==> src/rtl/imem_stim_sequencer.sv <==
// Preloaded instruction-stream player that drives q_imem-style words with per-word hold counts.
// Optional macro STIM_SEQ_PAUSE_EN adds a pause input that freezes playback.
module imem_stim_sequencer #(
  parameter int WIDTH  = 32,
  parameter int DEPTH  = 16,
  parameter int HOLD_W = 8,
  parameter int IDX_W  = $clog2(DEPTH)
) (
  input  logic             clock,
  input  logic             reset,
`ifdef STIM_SEQ_PAUSE_EN
  input  logic             pause,
`endif
  input  logic             clear,
  input  logic             load_valid,
  output logic             load_ready,
  input  logic [WIDTH-1:0] load_data,
  input  logic [HOLD_W-1:0] load_hold,
  input  logic             start,
  input  logic             loop_en,
  output logic             out_valid,
  output logic [WIDTH-1:0] out_data,
  output logic [IDX_W-1:0] out_index,
  output logic             busy,
  output logic             done,
  output logic [IDX_W:0]   count
);

  typedef enum logic [1:0] {IDLE, PLAY, DONE} state_t;

  localparam logic [IDX_W:0]    CNT_FULL = DEPTH[IDX_W:0];
  localparam logic [IDX_W:0]    CNT_ONE  = 1;
  localparam logic [IDX_W-1:0]  IDX_ONE  = 1;
  localparam logic [HOLD_W-1:0] HOLD_ONE = 1;

  logic [WIDTH-1:0]  mem_data [DEPTH];
  logic [HOLD_W-1:0] mem_hold [DEPTH];

  state_t            state, state_nxt;
  logic [IDX_W:0]    count_nxt;
  logic [IDX_W-1:0]  index_nxt, idx_inc;
  logic [WIDTH-1:0]  data_nxt;
  logic              valid_nxt, done_nxt, loop_flag, loop_nxt, stall, load_fire;
  logic [HOLD_W-1:0] hold_cnt, hold_nxt;

`ifdef STIM_SEQ_PAUSE_EN
  assign stall = pause;
`else
  assign stall = 1'b0;
`endif

  assign load_ready = (state != PLAY) && (count < CNT_FULL);
  assign load_fire  = load_valid && load_ready && !clear;
  assign busy       = (state == PLAY);
  assign idx_inc    = out_index + IDX_ONE;

  // Program buffer: contents are not reset, only the fill count is.
  always_ff @(posedge clock) begin
    if (load_fire) begin
      mem_data[count[IDX_W-1:0]] <= load_data;
      mem_hold[count[IDX_W-1:0]] <= load_hold;
    end
  end

  always_ff @(posedge clock or negedge reset) begin
    if (!reset) begin
      state     <= IDLE;
      count     <= '0;
      out_index <= '0;
      out_data  <= '0;
      out_valid <= 1'b0;
      done      <= 1'b0;
      hold_cnt  <= '0;
      loop_flag <= 1'b0;
    end else begin
      state     <= state_nxt;
      count     <= count_nxt;
      out_index <= index_nxt;
      out_data  <= data_nxt;
      out_valid <= valid_nxt;
      done      <= done_nxt;
      hold_cnt  <= hold_nxt;
      loop_flag <= loop_nxt;
    end
  end

  always_comb begin
    state_nxt = state;
    count_nxt = count;
    index_nxt = out_index;
    data_nxt  = out_data;
    valid_nxt = out_valid;
    done_nxt  = done;
    hold_nxt  = hold_cnt;
    loop_nxt  = loop_flag;
    if (clear) begin
      state_nxt = IDLE;
      count_nxt = '0;
      index_nxt = '0;
      data_nxt  = '0;
      valid_nxt = 1'b0;
      done_nxt  = 1'b0;
      hold_nxt  = '0;
      loop_nxt  = 1'b0;
    end else begin
      if (load_fire) count_nxt = count + CNT_ONE;
      case (state)
        IDLE, DONE: begin
          if (start && (count != '0)) begin
            state_nxt = PLAY;
            index_nxt = '0;
            data_nxt  = mem_data[0];
            valid_nxt = 1'b1;
            hold_nxt  = mem_hold[0];
            loop_nxt  = loop_en;
            done_nxt  = 1'b0;
          end
        end
        PLAY: begin
          if (stall) begin
            hold_nxt = hold_cnt;
          end else if (hold_cnt != '0) begin
            hold_nxt = hold_cnt - HOLD_ONE;
          end else if ({1'b0, out_index} < (count - CNT_ONE)) begin
            index_nxt = idx_inc;
            data_nxt  = mem_data[idx_inc];
            hold_nxt  = mem_hold[idx_inc];
          end else if (loop_flag) begin
            // Wrap straight back to slot 0 so the stream has no bubble.
            index_nxt = '0;
            data_nxt  = mem_data[0];
            hold_nxt  = mem_hold[0];
          end else begin
            state_nxt = DONE;
            index_nxt = '0;
            data_nxt  = '0;
            valid_nxt = 1'b0;
            done_nxt  = 1'b1;
          end
        end
        default: state_nxt = IDLE;
      endcase
    end
  end

endmodule

==> config.mk <==
export PLATFORM = sky130hd
export DESIGN_NAME = imem_stim_sequencer
export DESIGN_NICKNAME = d
export VERILOG_FILES = /design/src/rtl/imem_stim_sequencer.sv
export SDC_FILE = /design/constraint.sdc
export NUM_CORES = 1
export LEC_CHECK = 0
export BUFFER_PORTS_ARGS = -buffer_cell sky130_fd_sc_hd__buf_2
export CORE_MARGIN = 1.5
export CORE_UTILIZATION = 46
export CTS_CLUSTER_SIZE = 25
export DETAILED_ROUTE_END_ITERATION = 12
export PLACE_DENSITY = 0.67
export SLEW_MARGIN = 20
export SYNTH_ARGS = -nofsm -noshare
export SYNTH_HDL_FRONTEND = slang
export SYNTH_SLANG_ARGS = --single-unit
==> constraint.sdc <==
create_clock -name clock -period 5.8 [get_ports clock]
set_input_delay 1.16 -clock clock [delete_from_list [all_inputs] [get_ports clock]]
set_output_delay 1.16 -clock clock [all_outputs]
set_load 0.05 [all_outputs]
# After elaboration in Yosys (flattened, before gate mapping)
# Memories as Yosys holds them, arrays and structs flattened.
# Index checks and enable logic that the tools add are counted.
# classes
magnitude_cmp,2
n_addsub,4
eq_ne,8
reduce_logical,18
n_mux,42
# ops
cell,count
two-way mux 32 bit,5
case mux 32 bit (2 select lines),1
two-way mux 8 bit,5
two-way mux 4 bit,4
case mux 8 bit (2 select lines),1
two-way mux 1 bit,15
"!= test 3 bit, second input constant",4
two-way mux 2 bit,5
two-way mux 5 bit,2
case mux 4 bit (2 select lines),1
nonzero test 8 bit,1
"subtractor 8 x 1 -> 8 bit, second input constant",1
AND reduction 3 bit,2
nonzero test 2 bit,3
"adder 5 x 1 -> 5 bit, second input constant",1
< comparator 4 x 5 -> 1 bit,1
"< comparator 5 bit, second input constant",1
"!= test 5 x 2 -> 1 bit, second input constant",1
AND reduction 5 bit,1
nonzero test 5 bit,1
"subtractor 5 x 1 -> 5 bit, second input constant",1
"adder 4 x 1 -> 4 bit, second input constant",1
logical AND 1 bit,4
case mux 1 bit (2 select lines),2
10 further kinds,10
# word_totals
n_memories,2
mem_bits_rw,640
output_inout_bits,45
regBits,54
# mem_list
memory,depth,word_bits,read_ports,rd_ports_with_merged_regs,wr,line,text
mem_data,16,32,2,0,1,36,logic [WIDTH-1:0] mem_data [DEPTH];
mem_hold,16,8,2,0,1,37,logic [HOLD_W-1:0] mem_hold [DEPTH];

# Longest topological paths before layout
# Gate-level depths: netlist of the first run.
# logic_depth
word_depth,6
depth_mapped,12
ltp_nobuf,10

# Worst setup path before layout of the first run
# OpenSTA, ideal clock, no wires.
# synth_path
kind,input port to flip-flop
from,input port load_valid
to,memory mem_data[3][0] (enable)
setup_ns,0.487
t_arrival_ns,4.622
setup_slack_ns,0.691
stages,5
cell_sequence,and3_1 > clkbuf_1 > nor2b_1 > nand2_1 > nor3_1
# synth_between
elab_chain_cells,4
# synth_rtl
element,line,text
from (decl),15,"input logic load_valid,"
logical AND 1 bit (2 in a row),53,assign load_fire = load_valid && load_ready && !clear;
two-way mux 1 bit,59,if (load_fire) begin
two-way mux 1 bit (implied by the code),60,mem_data[count[IDX_W-1:0]] <= load_data;
to (decl),36,
# Every way passes these cells.

# Final worst setup path of the first run
# layout_path
from,register count[0]
to,register out_data[31]
# layout_between
elab_chain_cells,6
elab_cells_between_ends,10
cone_classes,add/sub: 1; order compare: 1; eq/ne: 1; mux: 4; reduce/logical: 3
# layout_rtl
element,line,text
from (decl),26,output logic [IDX_W:0] count
from (signal assigned),77,count <= count_nxt;
subtractor 5 x 1 -> 5 bit,124,"end else if ({1'b0, out_index} < (count - CNT_ONE)) begin"
< comparator 4 x 5 -> 1 bit,124,
two-way mux 32 bit,124,
two-way mux 32 bit,122,end else if (hold_cnt != '0) begin
case mux 32 bit (2 select lines),107,case (state)
two-way mux 32 bit,96,if (clear) begin
to (signal assigned),79,out_data <= data_nxt;
to (decl),22,"output logic [WIDTH-1:0] out_data,"
# Parallel ways exist; a longest one is shown, timed or not. The select of a mux whose other input is x is not followed.
# A chain may end at the register's enable or synchronous reset.

==> results of run 1 <==
==> cells by family (layout without fill, tap and decap cells) <==
kind of cell | Yosys count | in the layout | synth area share
AOI/OAI and AO/OA | 147 | 147 | 0.0475
buffers and inverters | 85 | 260 | 0.0144
xor gates and xnor gates | 10 | 10 | 0.00349
muxes | 209 | 209 | 0.151
DFF | 694 | 694 | 0.754
and+or+nand+nor | 125 | 125 | 0.0246
adders and majority gates | 11 | 11 | 0.00505
==> flip-flops by register name (all words and copies together) (netlist names) <==
signal / cells
hold_cnt: 8
loop_flag: 1
count: 5
mem_hold: 128
mem_data: 512
done: 1
out_valid: 1
out_data: 32
state: 2
out_index: 4
==> power breakdown <==
| group | switching, mW | internal, mW | leakage [nW] | total (mW) |
|---|---|---|---|---|
| combinational | 0.588 | 0.363 | 2.46 | 0.952 |
| clock | 1.83 | 2.40 | 1.05 | 4.23 |
| sequential | 0.0912 | 5.57 | 6.47 | 5.66 |
==> worst paths after layout <==
path                       cells past startpoint  slack [ns]           end
hold reg to reg                                1        0.50  out_data[21]
setup / recovery                              10        2.01  out_data[31]
max in group asynchronous                      1        4.37  out_index[0]
min in group asynchronous                      1        0.70   hold_cnt[1]
setup reg to reg                              10        2.01  out_data[31]
hold / removal                                 1        0.50  out_data[21]
==> final cells by class <==
type                    instances  area share
clock inverters                33     0.00670
inverters                       9     0.00109
well taps                     773      0.0312
multi-input cells             502       0.209
flip-flops and latches        694       0.664
clock buffers                  94      0.0624
repair buffers                124      0.0259
==> cell usage in the layout (no fill, tap or decap), drive strengths merged, types with 3 or more instances in the layout <==
cell type / netlist / layout
xnor2: 6 / 6
mux2i: 48 / 48
a221o: 32 / 32
or3: 3 / 3
dfrtp: 54 / 54
o21ai: 10 / 10
a211oi: 67 / 67
buf: 45 / 124
a31oi: 8 / 8
clkinvlp: 0 / 3
clkbuf: 31 / 94
nor3: 11 / 11
xor2: 4 / 4
edfxtp: 640 / 640
nand2b: 8 / 8
nor2b: 34 / 34
o311ai: 7 / 7
a221oi: 5 / 5
mux4: 161 / 161
nor2: 34 / 34
a21oi: 5 / 5
inv: 9 / 12
nand2: 17 / 17
clkinv: 0 / 26
nand4: 8 / 8
ha: 11 / 11
==> per-layer routing <==
metal  wire (um)  GRT usage
met1       26400      0.296
met2       27800      0.309
met3        3530     0.0354
met4         991     0.0533
met5          13          0
==> results.sh, run 1 <==
export IMPL_ys_types=53
export IMPL_grt_pass1_wl_mm=88.8
export IMPL_crit_chain="inv_1 > ha_1 > nor4b_1 > nor3b_1 > a211oi_4 > buf_4 > or3_2 > buf_4 > a211oi_1 > a221o_1"
export IMPL_multi_input_area_um2=6480
export IMPL_synth_area_per_cell_um2=21.3
export IMPL_ys_warnings_count=0
export IMPL_clk_latency_ns=0.61
export IMPL_path_delay_family="simple AND/OR/NAND/NOR gates"
export IMPL_cts_root_buffer="clkbuf_16"
export IMPL_setup_viol=0
export IMPL_cts_sinks=694
export IMPL_cts_tree="built"
export IMPL_ios=91
export IMPL_startpoint="count[0]"
export IMPL_initial_core_util=0.464
export IMPL_antenna_cells=0
export IMPL_slew_viol_final=0
export IMPL_ys_seq_area_frac=0.754
export IMPL_cp_slowest_cell="nor3b_1"
export IMPL_nNetsFinal=1458
export IMPL_syn_nets=1338
export IMPL_endpoint_kind="flop"
export IMPL_drive_above_1_share=0.297
export IMPL_num_rows=89
export IMPL_crit_type="flop to flop"
export IMPL_rsz0062_at_grt="no"
export IMPL_r2r_start="count[0]"
export IMPL_cts_buffers=70
export IMPL_drt_wl_total_mm=58.7
export IMPL_min_delay_start="mem_data[0][21]"
export IMPL_route_detailed_drc=0
export IMPL_synthFlopType="edfxtp_1"
export IMPL_holdBufCountCts=0
export IMPL_place_inst=2101
export IMPL_dpl_cell_area_um2=28800
export IMPL_arrival_ns=4.33
export IMPL_die_w_um=246
export IMPL_die_area_um2=60700
export IMPL_worst_ep_required_time_ns=6.34
export IMPL_power_mw=10.8
export IMPL_clk_pin_slew_worst_paths_ns=0.06
export IMPL_first_iter_violations=1395
export IMPL_synth_seq_cells=694
export IMPL_tightestPinTransition_ns=1.07
export IMPL_dieHeight_um=246
export IMPL_fin_hold_ws_ns=0.504
export IMPL_skew_ns=0.0330
export IMPL_postCtsSetupBuffers=0
export IMPL_vias=13100
export IMPL_final_min_period_over_clock_period=0.653
export IMPL_syn_instance_count=1281
export IMPL_place_gp_congestion=0.771
export IMPL_synthTopCellsByCount="edfxtp_1 (640), mux4_2 (161), dfrtp_1 (54), mux2i_1 (48), a211oi_1 (40)"
export IMPL_crit_path_frequent_cell="buf_4"
export IMPL_hold_class="flop to flop"
export IMPL_dp_hpwl_mm=32.5
export IMPL_synth_area_top_cells="edfxtp_1 (70%), mux4_2 (13%), dfrtp_1 (5.0%), mux2i_1 (1.8%), a211oi_2 (1.2%)"
export IMPL_fin_area_um2=31000
export IMPL_avgViaCountPerCell=5.89
export IMPL_critPathMaxStageDelay_ns=0.75
export IMPL_final_cells=2229
export IMPL_fmax_mhz=264
export IMPL_cp_start_kind="flop"
export IMPL_grt_pass1_vias=13600
export IMPL_postRouteAntennaNets=0
export IMPL_power_per_cell_area_nw_per_um2=350
export IMPL_cts_resized=0
export IMPL_areaGrowthSynthToFinish_pct=13.7
export IMPL_p_leak_nw=9.97
export IMPL_fillers=4546
export IMPL_portBuffers=90
export IMPL_gr_total_overflow=0
export IMPL_antenna_found_initial=1
export IMPL_place_ws_ns=1.88
export IMPL_routedWlPerCell_um=26.3
export IMPL_ff_latch_area_um2=20600
export IMPL_htree_levels=3
export IMPL_syn_area_um2=27300
export IMPL_synth_area_leader_cell="edfxtp_1"
export IMPL_dr_pass1_iters=5
export IMPL_fin_crit_ns=3.79
export IMPL_fin_setup_tns_ns=0
export IMPL_finalHoldViolCount=0
export IMPL_synth_edf_count=640
export IMPL_yosysTopAreaCellShare=0.705
export IMPL_peakVddDrop_mv=0.208
export IMPL_path_buf_inv=3
export IMPL_final_core_util=0.527
export IMPL_core_um2=58800
export IMPL_status="complete, no violations"
export IMPL_max_cap_violations=0
export IMPL_track_usage=0.200
export IMPL_grt_max_degree=100
export IMPL_setup_ws_ns=2.01
export IMPL_clk_path_buf_depth=3
export IMPL_crit_fanout=27
export IMPL_async_flop_share=0.0778
export IMPL_slew_headroom=0.287
export IMPL_yosysMostFrequentCell="edfxtp_1"
Power figures use the tool's default switching activity.
==> run 2: changes to the inputs <==
==> constraint.sdc (replaced) <==
create_clock -name clock -period 3.6 [get_ports clock]
set_input_delay 0.72 -clock clock [delete_from_list [all_inputs] [get_ports clock]]
set_output_delay 0.72 -clock clock [all_outputs]
set_load 0.05 [all_outputs]
==> run 2 against run 1 <==
Net effect: flip-flop and latch count is the same; count of clock-buffer cells in the layout grew 17; cell area grew 1.3%; final cell count grew 1.1%; wire length grew 3.0%; non-clock buffer count grew 20; combinational power grew 62%; first-iteration DRC count shrank 4.9%; clock power grew 70%; worst hold slack lost 0.22 ns; power grew 65%; critical path type unchanged.
==> results.sh, run 2 (synthesis results as in run 1) <==
export IMPL_gr_total_overflow=0
export IMPL_cp_start_kind="flop"
export IMPL_crit_type="flop to flop"
export IMPL_setup_viol=0
export IMPL_drive_above_1_share=0.309
export IMPL_cts_tree="built"
export IMPL_cts_buffers=71
export IMPL_die_area_um2=60700
export IMPL_vias=13500
export IMPL_place_gp_congestion=0.825
export IMPL_fmax_mhz=302
export IMPL_cts_sinks=694
export IMPL_cts_root_buffer="clkbuf_16"
export IMPL_antenna_found_initial=4
export IMPL_rsz0062_at_grt="no"
export IMPL_routedWlPerCell_um=26.8
export IMPL_power_per_cell_area_nw_per_um2=568
export IMPL_hold_class="primary input to asynchronous set/reset pin"
export IMPL_core_um2=58800
export IMPL_final_min_period_over_clock_period=0.920
export IMPL_portBuffers=90
export IMPL_ios=91
export IMPL_holdBufCountCts=0
export IMPL_dr_pass1_iters=5
export IMPL_avgViaCountPerCell=5.97
export IMPL_p_leak_nw=10.1
export IMPL_slew_viol_final=0
export IMPL_initial_core_util=0.464
export IMPL_clk_pin_slew_worst_paths_ns=0.06
export IMPL_worst_ep_required_time_ns=4.08
export IMPL_track_usage=0.205
export IMPL_arrival_ns=3.79
export IMPL_power_mw=17.8
export IMPL_grt_max_degree=82
export IMPL_die_w_um=246
export IMPL_num_rows=89
export IMPL_largest_reg_flops=512
export IMPL_status="complete, no violations"
export IMPL_regToRegSetupSlack_ns=0.29
export IMPL_areaGrowthSynthToFinish_pct=15.1
export IMPL_max_cap_violations=0
export IMPL_crit_fanout=36
export IMPL_first_iter_violations=1327
export IMPL_htree_levels=3
export IMPL_mostFrequentLayoutCells="edfxtp_1 (640), mux4_2 (161), buf_2 (89)"
export IMPL_grt_pass1_wl_mm=90.8
export IMPL_grt_pass1_vias=14000
export IMPL_postCtsSetupBuffers=0
export IMPL_peakVddDrop_mv=0.337
export IMPL_tightestPinTransition_ns=0.979
export IMPL_endpoint_kind="flop"
export IMPL_final_common_cell="edfxtp_1"
export IMPL_fin_setup_tns_ns=0
export IMPL_nNetsFinal=1479
export IMPL_skew_ns=0.0135
export IMPL_dp_hpwl_mm=32.4
export IMPL_slew_headroom=0.347
export IMPL_drt_wl_total_mm=60.5
export IMPL_final_core_util=0.534
export IMPL_antenna_cells=0
export IMPL_clk_path_buf_depth=3
export IMPL_route_detailed_drc=0
export IMPL_fin_crit_ns=3.31
export IMPL_finalHoldViolCount=0
export IMPL_dieHeight_um=246
export IMPL_postRouteAntennaNets=0
export IMPL_cts_resized=0
export IMPL_clk_latency_ns=0.60
## run 2: changes by cell type in the layout (fill, tap and decap cells not counted), sizes merged
cell,delta
buf,+20
clkinvlp,+1
clkbuf,+17
inv,-2
bufinv,+1
clkinv,-13
## run 2: final cells by class
| cell class | count | area, um2 |
|---|---|---|
| Fill cell | 4519 | 27400 |
| Sequential cell | 694 | 20600 |
| Multi-Input combinational cell | 502 | 6500 |
| Clock buffer | 111 | 2140 |
| Timing Repair Buffer | 144 | 1010 |
| Tap cell | 773 | 967 |
| Clock inverter | 20 | 168 |
| Inverter | 9 | 33.8 |
## run 2: routing by layer
layer | GRT usage | up-vias | wire (um)
met5 | 0 | - | 39
met4 | 0.0540 | 6 | 1090
met3 | 0.0403 | 80 | 4080
met2 | 0.323 | 440 | 28900
met1 | 0.296 | 7246 | 26300
li1 | - | 5683 | -
## run 2: final timing paths
kind / to / depth (start not counted) / start
setup reg to reg: out_data[31] / 11 / count[0]
hold / removal: loop_flag / 1 / reset
max in group asynchronous: out_index[0] / 1 / reset
setup / recovery: out_data[31] / 11 / count[0]
hold reg to reg: out_data[14] / 1 / mem_data[0][14]
min in group clock: loop_flag / 3 / loop_en
## run 2: metrics by stage
step,cell area [um2],hold slack [ns],worst slack [ns],std cells
2_1_floorplan,27300,0.424,0.00206,1281
3_3_place_gp,29100,0.483,0.515,2122
3_5_place_dp,29100,0.494,0.378,2122
4_1_cts,31400,0.291,0.364,2253
5_1_grt,31400,0.325,0.138,2253
6_report,31400,0.282,0.289,2253
## run 2: worst max-delay path: stages (launching register included)
cell	delay [ns]
dfrtp_1	0.51
inv_1	0.14
ha_1	0.25
xnor2_1	0.14
ha_1	0.29
o21ai_0	0.08
a22oi_1	0.33
and2_1	0.26
or3_2	0.14
buf_4	0.60
a211oi_1	0.10
a221o_1	0.29
## run 2: where the power goes
group	internal [mW]	switching, mW
clock network	4.25	2.95
logic	0.598	0.945
registers	8.97	0.142
total	13.8	4.03
